<file path="src/rtl/uart_rx_byte.sv">
// uart_rx_byte: 8N1 UART receiver with 2-flop synchroniser, one-cycle o_valid and sticky framing error.
// Define UART_RX_PARITY_EN for 8E1 framing with an added sticky o_parity_err output.
module uart_rx_byte #(
    parameter int CLKS_PER_BIT = 217
) (
    input  logic       clk_25mhz,
    input  logic       rst_n,
    input  logic       i_rx,
    output logic [7:0] o_data,
    output logic       o_valid,
    output logic       o_frame_err
`ifdef UART_RX_PARITY_EN
   ,output logic       o_parity_err
`endif
);
    localparam int CW = $clog2(CLKS_PER_BIT);
    localparam logic [CW-1:0] HALF = CW'(CLKS_PER_BIT / 2 - 1);
    localparam logic [CW-1:0] FULL = CW'(CLKS_PER_BIT - 1);

    typedef enum logic [2:0] {IDLE, START, DATA, PARITY, STOP, BREAK} state_t;

    state_t        state, state_n;
    logic          rx_m, rx_s;
    logic [CW-1:0] cnt;
    logic [2:0]    idx;
    logic [7:0]    shift;
    logic          tick_half, tick_full, accept, frame_bad, par_ok;

`ifdef UART_RX_PARITY_EN
    localparam state_t AFTER_DATA = PARITY;
    logic par_bad;
    assign par_ok = !par_bad;
`else
    localparam state_t AFTER_DATA = STOP;
    assign par_ok = 1'b1;
`endif

    assign tick_half = cnt == HALF;
    assign tick_full = cnt == FULL;
    assign accept    = state == STOP && tick_full && rx_s && par_ok;
    assign frame_bad = state == STOP && tick_full && !rx_s;

    always_comb begin
        state_n = state;
        case (state)
            IDLE:    state_n = rx_s ? IDLE : START;
            START:   state_n = !tick_half ? START : (rx_s ? IDLE : DATA);
            DATA:    state_n = (tick_full && idx == 3'd7) ? AFTER_DATA : DATA;
            PARITY:  state_n = tick_full ? STOP : PARITY;
            STOP:    state_n = !tick_full ? STOP : (rx_s ? IDLE : BREAK);
            BREAK:   state_n = rx_s ? IDLE : BREAK;
            default: state_n = IDLE;
        endcase
    end

    always_ff @(posedge clk_25mhz or negedge rst_n) begin
        if (!rst_n) begin
            rx_m        <= 1'b1;
            rx_s        <= 1'b1;
            state       <= IDLE;
            cnt         <= '0;
            idx         <= '0;
            shift       <= '0;
            o_data      <= '0;
            o_valid     <= 1'b0;
            o_frame_err <= 1'b0;
`ifdef UART_RX_PARITY_EN
            par_bad      <= 1'b0;
            o_parity_err <= 1'b0;
`endif
        end else begin
            rx_m    <= i_rx;
            rx_s    <= rx_m;
            state   <= state_n;
            // tick_full restarts the timer so consecutive data bits stay one bit period apart
            cnt     <= (state_n != state || tick_full) ? '0 : cnt + 1'b1;
            o_valid <= accept;
            if (state == START)
                idx <= '0;
            else if (state == DATA && tick_full) begin
                idx   <= idx + 3'd1;
                shift <= {rx_s, shift[7:1]};
            end
            if (accept) begin
                o_data      <= shift;
                o_frame_err <= 1'b0;
            end
            if (frame_bad)
                o_frame_err <= 1'b1;
`ifdef UART_RX_PARITY_EN
            if (state == PARITY && tick_full) begin
                par_bad      <= ^{shift, rx_s};
                o_parity_err <= o_parity_err | ^{shift, rx_s};
            end
            if (accept)
                o_parity_err <= 1'b0;
`endif
        end
    end
endmodule

</file>
<file path="config.mk">
export PLATFORM = sky130hd
export DESIGN_NAME = uart_rx_byte
export DESIGN_NICKNAME = d
export VERILOG_FILES = /design/src/rtl/uart_rx_byte.sv
export SDC_FILE = /design/constraint.sdc
export NUM_CORES = 1
export LEC_CHECK = 0
export CAP_MARGIN = 40
export CORE_UTILIZATION = 50
export DETAILED_ROUTE_END_ITERATION = 6
export MAX_ROUTING_LAYER = met4
export PLACE_DENSITY = 0.83
export SLEW_MARGIN = 10
export SYNTH_ARGS = -nofsm -noshare
export SYNTH_HDL_FRONTEND = slang
export SYNTH_SLANG_ARGS = --single-unit
</file>
<file path="constraint.sdc">
create_clock -name clk_25mhz -period 1.7 [get_ports clk_25mhz]
set_clock_uncertainty 0.05 [all_clocks]
set_input_delay 0.255 -clock clk_25mhz [delete_from_list [all_inputs] [get_ports clk_25mhz]]
set_output_delay 0.255 -clock clk_25mhz [all_outputs]
set_load 0.005 [all_outputs]
</file>
Yosys cells after proc, flatten, opt, wreduce, memory -nomap -nowiden
Index checks and enable logic that the tools add are counted.

word-level totals
  memories = 0
  output and inout bits = 10
  bits of input ports = 3
  register bits after elaboration = 34
  memory bits (read-only) = 0
  latch bits = 0
  bits in writable memories = 0
  logic and storage cells = 45

cells by class
  $add $sub $neg = 2
  $mul = 0
  equal/unequal tests = 9
  order comparisons = 0
  reduce and logical (&&, ||, !) cells = 11
  mux-type cells = 13
  shifts and indexed selects = 0
  div/mod/pow operators = 0
  bitwise operators = 1

operators with widths
  operator             count
  $mux 3               6
  $pmux 3 s6           1
  $eq 3x3->1 const B   3
  $add 8x1->8 const B  1
  $eq 8x7->1 const B   1
  $eq 8x8->1 const B   1
  $mux 8               1
  $eq 3x2->1 const B   2
  $logic_and 1x1->1    5
  $mux 2               2
  $reduce_bool 2->1    2
  $add 3x1->3 const B  1
  $eq 3x1->1 const B   1
  $logic_not 3->1      1
  $mux 1               3
  $ne 3x3->1           1
  $reduce_and 2->1     1
  $logic_not 1->1      1
  $logic_or 1x1->1     1
  $not 1->1            1

Depth between registers and ports, before layout
  depth in word-level cells = 7
  mapped depth = 7
  depth with buffers taken out = 6

Worst setup path after synthesis
OpenSTA, ideal clock, no wires.

  kind = register to register
  from = register cnt[0]
  to = register o_data[0]
  clock period less this slack = 1.607 ns
  path buffers = 0
  required time = 1.525 ns
  stages on the path, launching flop included = 7
  library setup time = 0.125 ns
  path slack = 0.093 ns
  arrival = 1.433 ns
  cells stage by stage = dfrtp_1 -> inv_1 -> ha_1 -> and3_1 -> and2_4 -> nand4_4 -> mux2_2

on the way
  cells in the longest elaborated chain, start to end = 3

RTL lines
  element                         RTL line  text
  start: declaration              24        logic [CW-1:0] cnt;
  start signal: assignment        76        cnt <= (state_n != state || tick_full) ? '0 : cnt + 1'b1;
  $eq 8x8->1                      39        assign tick_full = cnt == FULL;
  $logic_and 1x1->1 (2 in a row)  40        assign accept = state == STOP && tick_full && rx_s && par_ok;
  end signal: assignment          85        o_data <= shift;
  end: declaration                9         output logic [7:0] o_data,

Every way passes these cells.
A chain may end at the register's enable or synchronous reset.

Worst setup path in the final report
  from = register cnt[1]
  to = register o_data[6]

The elaborated chain is that of the path after synthesis.

==> impl_results.rst <==
.. list-table::
   :header-rows: 1

   * - Metric
     - Value
   * - TritonCTS buffer count
     - 5
   * - Worst-skew pair later-pin latency
     - 330 ps
   * - Register bit count reported by yosys
     - 34
   * - Root Buffer
     - clkbuf_4
   * - Per-cell via count in the routed design
     - 5.40
   * - Distinct cell type count of the synthesized netlist
     - 31
   * - CTS sink count
     - 34
   * - Compound-Gate Fraction of Synth Area
     - 4.96%
   * - Number of standard-cell rows in the floorplan
     - 19
   * - Leakage Power
     - 0.000871 uW
   * - Number of antenna repair diodes
     - 0
   * - Final clock period utilization by the worst path
     - 95.5%
   * - Leading cell types in the layout, fill and taps excluded
     - dfrtp_1, mux2_2, nor2_1
   * - Largest family of logic cells by synthesized area
     - simple AND/OR/NAND/NOR gates
   * - Simple-gate share of the synthesized area
     - 14.4%
   * - Post-Syn Instances
     - 120
   * - Finish-stage setup viols
     - 0
   * - Worst slew margin relative to its limit
     - 73.2%
   * - Detailed placement HPWL
     - 1.74 mm
   * - First-pass GRT wire length
     - 4.33 mm
   * - Netlist Area Pre-Place
     - 0.00149 mm^2
   * - Post-synthesis adder-cell area fraction
     - 3.36%
   * - Routed len/inst
     - 13.0 um
   * - Fraction of final layout cells with drive strength greater than 1
     - 27.7%
   * - Critical Path Source Type
     - flip-flop
   * - Total GRT Usage
     - 18.6%
   * - Iter 0 DRT Violations
     - 12
   * - Detailed-routing iteration count for the pre-antenna-repair pass
     - 4
   * - DR DRC count
     - 0
   * - IR Drop Worst-Case VDD
     - 0.700 mV
   * - Most common library cell in the layout ignoring fill and taps
     - dfrtp_1
   * - TritonCTS clock tree
     - built
   * - Floorplan die area
     - 0.00320 mm^2
   * - Number of global-route vias before repair
     - 986
   * - Cell area after placement
     - 0.00172 mm^2
   * - Deepest level of the CTS H-tree
     - 2
   * - CP Data Required Time
     - 1870 ps
   * - Crit Path Class
     - reg -> reg
   * - Slack of the worst reg-to-reg path
     - 80 ps
   * - CTS Hold Buffers Added
     - 0
   * - Upper clock frequency limit
     - 616 MHz
   * - Mapped Nets
     - 127
   * - Data arrival at the endpoint of the critical path
     - 1790 ps
   * - GRT overflow
     - 0
   * - Growth of design area from synthesis to finish
     - 21.2%
   * - Mux share of post-synthesis cell area
     - 13.5%
   * - Initial antenna violation count
     - 0
   * - Pin count of the biggest net entering global routing
     - 35
   * - Remaining antenna violation count
     - 0
   * - Design Area, Final
     - 0.00180 mm^2
   * - Aggregate routed wire length
     - 2.33 mm
   * - Chip height
     - 56.5 um
   * - Summed negative setup slack over all endpoints
     - 0 ps
   * - Worst Tran Pin Value
     - 396 ps
   * - # nets final
     - 155
   * - Critical path endpoint category
     - flip-flop
   * - Run status
     - finished, final reports clean
   * - Bufs on Longest Clock Path
     - 2
   * - PostCTS Resize Cnt
     - 0
   * - Number of port buffers
     - 12
   * - Starting density of the core
     - 53.5%
   * - Number of hold violations in the final report
     - 0
   * - Max-cap check violation count
     - 0
   * - Xor and xnor area share after synthesis
     - 4.12%
   * - Crit Path Max Fanout
     - 9
   * - Final count of pins violating max slew
     - 0
   * - Via total after detailed routing
     - 966
   * - Unrepaired setup endpoints after global routing
     - no
   * - Overall die width
     - 56.5 um
   * - Clk pin slew, worst setup/hold paths
     - 100 ps
   * - Core box area
     - 0.00278 mm^2
   * - Post-synthesis sequential area ratio
     - 57.4%
   * - Yosys warnings
     - 0
   * - Post-CTS Setup Bufs
     - 0
   * - Pwr Total
     - 1420 uW
   * - Min Tclk post-route
     - 1620 ps
   * - Power density over the cells
     - 790 mW/mm^2
   * - Global placer's final weighted congestion
     - 0.880
   * - Post-Syn Area per Cell
     - 12.4 um^2
   * - Num ports
     - 13
   * - Hold Crit Class
     - in -> async
-- layout make-up --
class                   instances  area (um^2)
clock buffers                   6         51.3
clock inverters                 1         30.0
fillers                       216          978
inverters                       6         22.5
multi-input cells              78          604
flip-flops and latches         34          853
well taps                      31         38.8
repair buffers                 23          203
-- sequential cells by signal (all words and copies together), names as in the netlist --
| name | count |
|---|---|
| idx | 3 |
| cnt | 8 |
| shift | 8 |
| rx_m | 1 |
| o_valid | 1 |
| o_frame_err | 1 |
| o_data | 8 |
| rx_s | 1 |
| state | 3 |
-- worst paths after layout --
kind,from,to,depth (start not counted)
setup / recovery,cnt[1]$_DFF_PN0_,o_data[6]$_DFFE_PN0P_,6
hold / removal,rst_n,o_valid$_DFF_PN0_,2
setup reg to reg,cnt[1]$_DFF_PN0_,o_data[6]$_DFFE_PN0P_,6
hold reg to reg,rx_m$_DFF_PN1_,rx_s$_DFF_PN1_,0
max in group asynchronous,rst_n,rx_s$_DFF_PN1_,2
min in group clk_25mhz,i_rx,rx_m$_DFF_PN1_,1
-- through the flow --
| stage | hold WS [ps] | instances | util [%] | worst slack [ps] |
|---|---|---|---|---|
| 2_1_floorplan | -90.6 | 120 | - | 92.6 |
| 3_3_place_gp | 299 | 172 | 61.7 | 79.3 |
| 3_5_place_dp | 302 | 172 | 61.7 | 38.6 |
| 4_1_cts | 264 | 179 | 64.6 | 25.3 |
| 5_1_grt | 256 | 179 | 64.8 | 4.01 |
| 6_report | 270 | 179 | 64.8 | 76.4 |
-- Yosys cell counts (all sizes together) --
cell type / count / area (um^2)
nand2: 4 / 15.0
a31o: 1 / 8.76
dfrtp: 32 / 801
xor2: 4 / 35.0
a21oi: 2 / 10.0
ha: 4 / 50.1
o21ai: 3 / 15.0
and4b: 1 / 10.0
dfstp: 2 / 52.6
nand3: 7 / 35.0
buf: 2 / 12.5
xnor2: 3 / 26.3
nor3b: 2 / 15.0
nor2b: 1 / 6.26
and3: 2 / 12.5
a211o: 1 / 8.76
and4bb: 1 / 12.5
nand4: 2 / 27.5
mux2i: 2 / 20.0
a2111oi: 1 / 8.76
nor4b: 1 / 8.76
o22ai: 1 / 6.26
a22oi: 1 / 7.51
and2: 2 / 15.0
inv: 6 / 22.5
nor2: 15 / 56.3
mux2: 16 / 180
o2111ai: 1 / 8.76
-- layer usage --
layer | vias up | track usage (%) | share of wire, %
met5 | - | - | 0
met1 | 466 | 23.8 | 45
met3 | 10 | 5.30 | 3.5
met2 | 18 | 26.1 | 48
li1 | 472 | - | -
met4 | 0 | 11.1 | 3.1
-- critical path, cell delays in order (launching register included) --
cell     delay, ps
dfrtp_1        380
inv_1           50
ha_1           170
and3_4         190
and2_4         170
nand4_4        160
mux2_2         360
-- cell families (layout without fill, tap and decap cells) --
group                    count (synthesis)  in the layout
flip-flops                              34             34
multiplexers                            18             18
AO/OA/AOI/OAI                           11             11
adder cells (fa/ha/maj)                  4              4
buffers and inverters                    8             36
AND/OR/NAND/NOR                         38             38
XOR/XNOR                                 7              7
-- power by group --
group | total (uW) | internal (uW) | switching (uW)
Combinational | 23.1 | 6.35 | 16.7
Sequential | 815 | 813 | 2.96
Clock | 586 | 342 | 243
(Power assumes the default switching activity.)
